### config.mk
export PLATFORM = sky130hd
export DESIGN_NAME = cp0_exc_sequencer
export DESIGN_NICKNAME = d
export VERILOG_FILES = /design/src/rtl/cp0_exc_sequencer.sv
export SDC_FILE = /design/constraint.sdc
export NUM_CORES = 1
export LEC_CHECK = 0
export CAP_MARGIN = 0
export CELL_PAD_IN_SITES_DETAIL_PLACEMENT = 1
export CELL_PAD_IN_SITES_GLOBAL_PLACEMENT = 1
export CORE_ASPECT_RATIO = 1.1
export CORE_MARGIN = 3
export CORE_UTILIZATION = 19
export DETAILED_ROUTE_END_ITERATION = 16
export PLACE_DENSITY_LB_ADDON = 0.1
export SETUP_SLACK_MARGIN = 0.02
export SYNTH_ARGS = -nofsm -noshare
export SYNTH_HDL_FRONTEND = slang
export SYNTH_SLANG_ARGS = --single-unit
export TNS_END_PERCENT = 20
### constraint.sdc
create_clock -name clk -period 2.5 [get_ports clk]
set_clock_uncertainty 0.15 [all_clocks]
set_input_delay 0.5 -clock clk [delete_from_list [all_inputs] [get_ports clk]]
set_output_delay 0.5 -clock clk [all_outputs]
set_load 0.02 [all_outputs]
### src/rtl/cp0_exc_sequencer.sv
// cp0_exc_sequencer: sequences exception entry / ERET exit through the single CP0 write port
// Optional build macro: EXC_IRQ_SYNC_EN puts irq through a 2-flop synchronizer before masking.
// Ports:
//   clk, rst (sync, active-low)          clock and reset
//   exc_req[2:0] {teq,break,syscall}     synchronous exception requests
//   irq[NUM_IRQ-1:0]                     level-sensitive interrupt lines
//   eret                                 ERET in execute
//   pc, cp0_status, cp0_epc              faulting PC and current CP0 status/EPC
//   cpu_mtc0, cpu_rd, cpu_wdata          CPU mtc0 write request (held until !stall)
//   cp0_we, cp0_addr, cp0_wdata          shared CP0 write port
//   stall, busy                          pipeline freeze / FSM not idle
//   pc_load, pc_target                   one-cycle PC redirect
//   exc_code                             cause code of the most recent entry
module cp0_exc_sequencer #(
  parameter int          NUM_IRQ    = 4,
  parameter logic [31:0] EXC_VECTOR = 32'h0000_0004
) (
  input  logic               clk,
  input  logic               rst,
  input  logic [2:0]         exc_req,
  input  logic [NUM_IRQ-1:0] irq,
  input  logic               eret,
  input  logic [31:0]        pc,
  input  logic [31:0]        cp0_status,
  input  logic [31:0]        cp0_epc,
  input  logic               cpu_mtc0,
  input  logic [4:0]         cpu_rd,
  input  logic [31:0]        cpu_wdata,
  output logic               cp0_we,
  output logic [4:0]         cp0_addr,
  output logic [31:0]        cp0_wdata,
  output logic               stall,
  output logic               pc_load,
  output logic [31:0]        pc_target,
  output logic               busy,
  output logic [4:0]         exc_code
);
  typedef enum logic [2:0] {IDLE, SAVE_EPC, SAVE_CAUSE, SAVE_STATUS, VECTOR, RESTORE, RETURN} state_t;
  state_t state, state_n;
  logic [31:0] pc_q;
  logic [4:0] code_q, code_n;
  logic [NUM_IRQ-1:0] irq_s;
  logic teq_ok, brk_ok, sys_ok, irq_ok, take;
`ifdef EXC_IRQ_SYNC_EN
  logic [NUM_IRQ-1:0] irq_m;
  always_ff @(posedge clk) begin
    if (!rst) begin
      irq_m <= '0;
      irq_s <= '0;
    end else begin
      irq_m <= irq;
      irq_s <= irq_m;
    end
  end
`else
  assign irq_s = irq;
`endif
  assign teq_ok = cp0_status[0] & cp0_status[3] & exc_req[2];
  assign brk_ok = cp0_status[0] & cp0_status[2] & exc_req[1];
  assign sys_ok = cp0_status[0] & cp0_status[1] & exc_req[0];
  assign irq_ok = cp0_status[0] & |(irq_s & cp0_status[8 +: NUM_IRQ]);
  assign take   = teq_ok | brk_ok | sys_ok | irq_ok;
  // every interrupt line shares cause code 0, so only the synchronous sources need ranking
  assign code_n = teq_ok ? 5'd13 : brk_ok ? 5'd9 : sys_ok ? 5'd8 : 5'd0;
  assign busy     = state != IDLE;
  assign exc_code = code_q;
  always_ff @(posedge clk) begin
    if (!rst) begin
      state  <= IDLE;
      pc_q   <= '0;
      code_q <= '0;
    end else begin
      state <= state_n;
      if (state == IDLE && take) begin
        pc_q   <= pc;
        code_q <= code_n;
      end
    end
  end
  always_comb begin
    state_n   = state;
    cp0_we    = 1'b0;
    cp0_addr  = '0;
    cp0_wdata = '0;
    stall     = state != IDLE;
    pc_load   = 1'b0;
    pc_target = '0;
    case (state)
      IDLE: begin
        if (take) begin
          stall   = 1'b1;
          state_n = SAVE_EPC;
        end else if (eret) begin
          stall   = 1'b1;
          state_n = RESTORE;
        end else if (cpu_mtc0) begin
          cp0_we    = 1'b1;
          cp0_addr  = cpu_rd;
          cp0_wdata = cpu_wdata;
        end
      end
      SAVE_EPC: begin
        cp0_we    = 1'b1;
        cp0_addr  = 5'd14;
        cp0_wdata = pc_q;
        state_n   = SAVE_CAUSE;
      end
      SAVE_CAUSE: begin
        cp0_we    = 1'b1;
        cp0_addr  = 5'd13;
        cp0_wdata = {25'b0, code_q, 2'b0};
        state_n   = SAVE_STATUS;
      end
      SAVE_STATUS: begin
        cp0_we    = 1'b1;
        cp0_addr  = 5'd12;
        cp0_wdata = cp0_status << 5;
        state_n   = VECTOR;
      end
      VECTOR: begin
        pc_load   = 1'b1;
        pc_target = EXC_VECTOR;
        state_n   = IDLE;
      end
      RESTORE: begin
        cp0_we    = 1'b1;
        cp0_addr  = 5'd12;
        cp0_wdata = cp0_status >> 5;
        state_n   = RETURN;
      end
      RETURN: begin
        pc_load   = 1'b1;
        pc_target = cp0_epc;
        state_n   = IDLE;
      end
      default: state_n = IDLE;
    endcase
  end
endmodule
# Word level (Yosys, flattened, before mapping)
# Cells that the tools add are included.
op_classes:
  eq_ne: 7
  mux: 23
  bitwise_logic: 11
  reduce_logical: 7
ops:
  columns: ["op", "n"]
  rows:
  - ["32-bit one-hot mux with 5 select lines", 1]
  - ["32-bit two-way mux", 3]
  - ["32-bit one-hot mux with 2 select lines", 1]
  - ["5-bit one-hot mux with 4 select lines", 1]
  - ["5-bit two-way mux", 3]
  - ["3-bit one-hot mux with 5 select lines", 1]
  - ["4-bit two-way mux", 3]
  - ["3-bit equality test, second input constant", 3]
  - ["4-bit OR reduction", 2]
  - ["1-bit AND", 7]
  - ["1-bit two-way mux", 7]
  - ["3-bit by 2-bit equality test with 1-bit output, second input constant", 2]
  - ["3-bit two-way mux", 2]
  - ["4-bit AND", 1]
  - ["2-bit OR reduction", 2]
  - ["3-bit by 1-bit equality test with 1-bit output, second input constant", 1]
  - ["3-bit logical NOT", 1]
  - ["3-bit != test, second input constant", 1]
  - ["1-bit bitwise OR", 3]
  - ["3-bit nonzero test", 1]
  - ["1-bit one-hot mux with 2 select lines", 1]
  - ["1-bit logical AND", 1]
word_totals:
  reg_bits: 40
  input_bits: 144
  output_inout_bits: 78

# Logic depth before layout (Yosys ltp)
# Gate-level depths: netlist (run 1).
logic_depth:
  ltp_word: 7
  mapped_depth: 7

# Least setup slack after synthesis (run 1)
# No wires, ideal clock.
synth_path:
  path_kind: "input to output"
  from: "input exc_req[0]"
  to: "output cp0_wdata[11]"
  t_arrival_ns: 1.969
  path_slack_ns: -0.119
  path_stages: 6
  n_path_buf: 2
  cell_sequence: "a222oi_1 -> a31oi_1 -> nor4b_2 -> buf_4 -> buf_4 -> a22o_1"
synth_between:
  elab_chain_cells: 5
synth_lines:
  columns: ["element", "line", "text"]
  rows:
  - ["start: declaration", "20", "input logic [2:0] exc_req,"]
  - ["1-bit AND", "60", "assign sys_ok = cp0_status[0] & cp0_status[1] & exc_req[0];"]
  - ["1-bit bitwise OR (2 in a row)", "62", "assign take = teq_ok | brk_ok | sys_ok | irq_ok;"]
  - ["32-bit two-way mux", "90", "if (take) begin"]
  - ["32-bit one-hot mux with 5 select lines", "88", "case (state)"]
  - ["end: declaration", "31", "output logic [31:0] cp0_wdata,"]
# No other way between the ends.

# Worst setup path in the final report (run 1)
layout_path:
  from: "input exc_req[0]"
  to: "output cp0_wdata[17]"
# Same word-level chain as after synthesis.

==> results of run 1 <==
==> state kept, by name, summed over array words and instances, names as in the netlist <==
register,cells
state,3
exc_code,3
pc_q,32
==> worst min-delay path, cell delays in order (launching register included) <==
cell     delay [ns]
dfxtp_1        0.31
nand3_1        0.06
o21ai_0        0.06
==> layout make-up <==
type / count / area, um^2
Clock buffer: 6 / 139
Inverter: 3 / 11.3
Tap cell: 184 / 230
Fill cell: 1608 / 7810
Sequential cell: 38 / 763
Multi-Input combinational cell: 281 / 1910
Timing Repair Buffer: 272 / 2620
Clock inverter: 2 / 12.5
==> cells by family (layout without fill, tap and decap cells) <==
kind of cell,after synthesis,count (layout)
compound gates,106,106
xor+xnor,1,1
buf+inv,43,283
flops,38,38
mux,32,32
other cells,1,2
simple gates,140,140
==> repair_timing <==
item                       in CTS  in global routing
setup endpoints to repair      71                 70
setup buffers                   8                  2
pin swaps                      15                  3
cloned                          3                  0
gates resized for setup       311                 52
==> final timing paths <==
kind	end	slack (ns)
worst max-delay path	cp0_wdata[17]	-0.35
worst min-delay path	pc_q[19]	0.32
worst min register to register	pc_q[19]	0.32
worst max register to register	pc_q[23]	0.36
==> cell usage after synthesis, drive strengths merged <==
library cell | n | area [um^2]
dfxtp | 38 | 761
and2 | 1 | 6.26
nor2 | 4 | 15.0
o31ai | 1 | 7.51
o21ai | 54 | 270
mux2i | 32 | 320
buf | 19 | 104
nand3b | 1 | 7.51
a222oi | 1 | 10.0
nor2b | 4 | 25.0
nand2b | 2 | 12.5
or3 | 2 | 12.5
nand4 | 1 | 6.26
a31o | 1 | 8.76
nor4b | 1 | 15.0
a22oi | 2 | 15.0
or4b | 1 | 10.0
o211a | 1 | 10.0
nand2 | 56 | 210
a21o | 4 | 30.0
inv | 3 | 11.3
a21boi | 1 | 7.51
nand3 | 34 | 170
and3 | 32 | 200
a21oi | 5 | 25.0
a31oi | 1 | 6.26
o2bb2ai | 12 | 105
clkbuf | 21 | 78.8
a22o | 21 | 184
xor2 | 1 | 8.76
o21a | 1 | 7.51
conb | 1 | 3.75
a221o | 1 | 10.0
or2 | 1 | 6.26
==> power groups by stage <==
stage,clock network (mW),registers (mW),logic [mW]
floorplan,0,0.711,0.630
finish,0.646,0.708,1.37
global route,0.700,0.716,1.48
detailed placement,0,0.721,1.32
CTS,0.671,0.708,1.39
global placement,0,0.719,1.30
==> metrics by stage <==
step / utilization [%] / instances / worst slack, ns / area [um^2] / TNS, ns
2_1_floorplan: - / 362 / -0.0592 / 2830 / -1.00
3_3_place_gp: 40.3 / 766 / -1.27 / 5440 / -47.79
3_5_place_dp: 40.3 / 766 / -1.31 / 5440 / -49.20
4_1_cts: 42.8 / 784 / -0.341 / 5780 / -10.98
5_1_grt: 42.1 / 786 / -0.462 / 5680 / -15.63
6_report: 42.1 / 786 / -0.354 / 5680 / -11.44
==> layer usage <==
| layer | wire [um] | global-route usage, % | vias up |
|---|---|---|---|
| met5 | 0 | 0 | - |
| met4 | 192 | 4.57 | 0 |
| met3 | 1040 | 4.26 | 11 |
| met2 | 7310 | 32.2 | 147 |
| met1 | 6180 | 21.8 | 1652 |
| li1 | - | - | 1787 |
==> flow_summary.json, run 1 <==
{
  "grt_pass1_wl_mm": 21.8,
  "cts.htree.levels": 2,
  "final_cell_mix": "clkdlybuf4s50_1 (131), nand2_1 (56), o21ai_0 (54), buf_4 (47), buf_6 (37)",
  "clockPowerShare_pct": 23.7,
  "routed_wirelength_mm": 14.7,
  "cts_tree": "built",
  "row_count": 44,
  "critPathLaunch": "exc_req[0]",
  "worstRegToRegCells": 7,
  "postRouteAntennaNets": 0,
  "p_int_mw": 1.77,
  "total_power_mw": 2.72,
  "place_congestion": 0.770,
  "mostFrequentLayoutCell": "clkdlybuf4s50_1",
  "cts_hold_buf": 0,
  "clk_latency_ns": 0.28,
  "root_buffer": "clkbuf_16",
  "crit_type": "input pin to output port",
  "vdd_drop_max_mv": 0.210,
  "finalWorstSetupSlack_ns": -0.354,
  "seq_power_share_pct": 26.0,
  "p_sw_uw": 950,
  "coreArea_um2": 13500,
  "drive_above_1_share_pct": 28.1,
  "crit_chain": "buf_6, a222oi_1, buf_4, a31oi_4, nor4b_4, buf_6, buf_12, buf_12, buf_16, a22o_1, buf_6",
  "r2r_start": "state[1]",
  "synth_cell_type_count": 37,
  "synth_fa_ha_area_share_pct": 0,
  "grt_max_degree": 55,
  "status": "finished, violations left",
  "cp_num_buf_inv": 7,
  "diodes": 0,
  "p_leak_nw": 2.42,
  "dr.pass1.iters": 4,
  "via_count": 3597,
  "die_area_um2": 15600,
  "start_util_pct": 19.9,
  "holdPathStages": 2,
  "die_h_um": 131,
  "io_buffers": 219,
  "cts_buffers": 5,
  "finalMaxSlewViolations": 0,
  "route.detailed.drc": 0,
  "synth-seq-area-share_pct": 28.4,
  "hold_class": "register to register",
  "period_needed_ns": 2.85,
  "hold_viol": 0,
  "combPwrFrac_pct": 50.3,
  "drt_iter0_markers": 141,
  "cp_slowest_cell": "a222oi_1",
  "grt_antenna_before_repair": 0,
  "crit_path_end_kind": "output port",
  "cp-start-kind": "input pin",
  "wl_per_cell_um": 18.7,
  "cp_data_required_time_ns": 1.85,
  "place_hpwl_mm": 11.3,
  "fmax_ghz": 0.350,
  "grt_overflow": 0,
  "crit_cells": 11,
  "grt_pass1_vias": 3762,
  "area_delta_synth_final_pct": 112,
  "nets": 745,
  "crit_family": "buffers and inverters",
  "clk_pin_slew_worst_paths_ns": 0.06,
  "finalCritPeriodShare_pct": 114,
  "power-per-cell-area_nw_per_um2": 479,
  "yosys.area_share.simple_pct": 26.0,
  "synth_warnings": 0,
  "vias_per_cell": 4.58,
  "crit_path_max_incr_delay_ns": 0.32,
  "synth_top_family_by_area": "simple AND/OR/NAND/NOR gates",
  "worstPathMaxFanout": 6,
  "cap_violations": 0,
  "rsz0062_at_grt": "true",
  "die_w_um": 119,
  "synth_compound_area_share_pct": 26.0,
  "violations": "negative setup slack",
  "synth_seq_cells": 38,
  "synth_area_per_cell_um2": 7.43,
  "track_usage_pct": 18.0,
  "cts_max_path_buffers": 2,
  "synth_area_um2": 2680,
  "yosys.area_share.xor_xnor_pct": 0.327,
  "synthMuxAreaShare_pct": 11.9,
  "io_pins": 222,
  "cpMostUsedCell": "buf_6",
  "p_sw_share_pct": 34.9,
  "numClockSinks": 38,
  "hold_ws_ns": 0.324,
  "setup_viol": 39,
  "syn_inst": 361,
  "worstHoldStart": "pc_q[19]",
  "cp.arrival_ns": 2.20
}
No activity file was read; power rests on OpenSTA's default activity.
==> run 2, diff against run 1 <==
Settings changed: CTS_BUF_LIST from default to sky130_fd_sc_hd__clkbuf_2.
==> run 2 against run 1 <==
Compared with the run above:
- the flow still finishes with violations (negative setup slack)
- global-route usage barely moved
- design area up 1.8%
- critical path depth unchanged
- worst hold slack improved by 0.0041 ns
- via count fell by 0.19%
- critical endpoint unchanged
- power fell by 12%
- highest routed layer unchanged
- core utilization is 0.74 points higher
- flip-flop and latch count unchanged
- fmax hardly changed
- clock-buffer cell count decreased by 1
- die area did not move
- sequential power about the same
==> flow_summary.json, run 2 (synthesized netlist as in run 1, its figures left out) <==
{
  "start_util_pct": 19.9,
  "place_congestion": 0.770,
  "power-per-cell-area_nw_per_um2": 414,
  "cts_tree": "built",
  "fmax_ghz": 0.351,
  "root_buffer": "clkbuf_2",
  "setup_viol": 70,
  "cts_max_path_buffers": 2,
  "cts_buffers": 5,
  "grt_max_degree": 55,
  "vias_per_cell": 4.57,
  "cap_violations": 0,
  "finalCritPeriodShare_pct": 114,
  "cp-start-kind": "input pin",
  "hold_viol": 0,
  "cpMostUsedCell": "buf_6",
  "finalMaxSlewViolations": 0,
  "worstPathMaxFanout": 6,
  "top_register": "pc_q",
  "clk_latency_ns": 0.41,
  "violations": "negative setup slack",
  "rsz0062_at_grt": "true",
  "grt_pass1_vias": 3742,
  "cts_hold_buf": 0,
  "dr.pass1.iters": 4,
  "cp_data_required_time_ns": 1.85,
  "grt_pass1_wl_mm": 21.8,
  "drt_iter0_markers": 122,
  "status": "finished, violations left",
  "io_buffers": 219,
  "clk_pin_slew_worst_paths_ns": 0.19,
  "postRouteAntennaNets": 0,
  "routed_wirelength_mm": 14.7,
  "largest_reg_flops": 32,
  "final_cells": 785,
  "via_count": 3590,
  "final_cell_mix": "clkdlybuf4s50_1 (130), nand2_1 (56), o21ai_0 (54), buf_6 (46), buf_4 (36)",
  "finalWorstSetupSlack_ns": -0.352,
  "cp.arrival_ns": 2.20,
  "crit_path_end_kind": "output port",
  "p_leak_nw": 2.35,
  "total_power_mw": 2.39,
  "hold_ws_ns": 0.328,
  "cts.htree.levels": 2,
  "place_hpwl_mm": 11.3,
  "period_needed_ns": 2.85,
  "crit_type": "input pin to output port",
  "row_count": 44,
  "crit_chain": "buf_6, a222oi_1, buf_4, a31oi_4, nor4b_4, buf_6, buf_12, buf_12, buf_16, a22o_1, buf_6",
  "wl_per_cell_um": 18.7,
  "mostFrequentLayoutCell": "clkdlybuf4s50_1",
  "grt_antenna_before_repair": 0,
  "crit_path_max_incr_delay_ns": 0.33,
  "diodes": 0,
  "coreArea_um2": 13500,
  "hold_class": "input pin to register",
  "io_pins": 222,
  "vdd_drop_max_mv": 0.166,
  "placed_cells": 766,
  "fillCellCount": 1586,
  "nets": 744,
  "drive_above_1_share_pct": 28.3,
  "die_area_um2": 15600,
  "area_delta_synth_final_pct": 116,
  "die_h_um": 131,
  "numClockSinks": 38,
  "grt_overflow": 0,
  "die_w_um": 119,
  "track_usage_pct": 18.0,
  "route.detailed.drc": 0,
  "cp_slowest_cell": "a222oi_1",
  "finalSetupTns_ns": -13.05
}
-- run 2: per-layer routing --
| metal | share of wire (%) | vias up | GRT usage [%] |
|---|---|---|---|
| met1 | 42 | 1654 | 22.0 |
| li1 | - | 1785 | - |
| met3 | 6.7 | 8 | 4.35 |
| met4 | 0.82 | 0 | 3.34 |
| met5 | 0 | - | 0 |
| met2 | 50 | 143 | 32.6 |
-- run 2: worst max-delay path: cells and delay by family --
kind            cells  cell delay [ns]
compound gates      3             0.57
buf+inv             7             0.86
simple gates        1             0.24
-- run 2: path summary, 6_finish.rpt --
kind                            startpoint             to  slack, ns  depth (start not counted)
worst max-delay path            exc_req[0]  cp0_wdata[17]      -0.35                         11
worst min-delay path            exc_req[0]    exc_code[3]       0.33                          5
worst min register to register     pc_q[6]        pc_q[6]       0.34                          2
worst max register to register    state[1]        pc_q[5]       0.25                          8
-- run 2: where the power goes --
group	internal, mW	total [mW]	leakage [nW]	switching [mW]
clock	0.0636	0.296	0.0264	0.232
combinational	0.724	1.39	2.02	0.665
sequential	0.671	0.709	0.312	0.0381
total	1.46	2.39	2.35	0.935
-- run 2: area by class of cell --
cell class | count | area, um^2 | area share (%)
repair buffers | 271 | 2820 | 48.8
multi-input cells | 281 | 1910 | 33.1
flip-flops and latches | 38 | 764 | 13.2
well taps | 184 | 230 | 3.98
clock buffers | 5 | 25.0 | 0.433
clock inverters | 3 | 16.3 | 0.281
inverters | 3 | 11.3 | 0.195
-- run 2: what timing repair did --
action / CTS / global route
cloned: 3 / 0
pin swaps: 16 / 12
setup endpoints to repair: 73 / 72
setup buffers: 7 / 2
resized for setup: 363 / 17
-- run 2: through the flow --
step | utilization [%] | setup WS, ns | cell area [um^2]
2_1_floorplan | - | -0.0592 | 2830
3_3_place_gp | 40.3 | -1.27 | 5440
3_5_place_dp | 40.3 | -1.31 | 5440
4_1_cts | 42.3 | -0.353 | 5700
5_1_grt | 42.8 | -0.461 | 5780
6_report | 42.8 | -0.352 | 5780
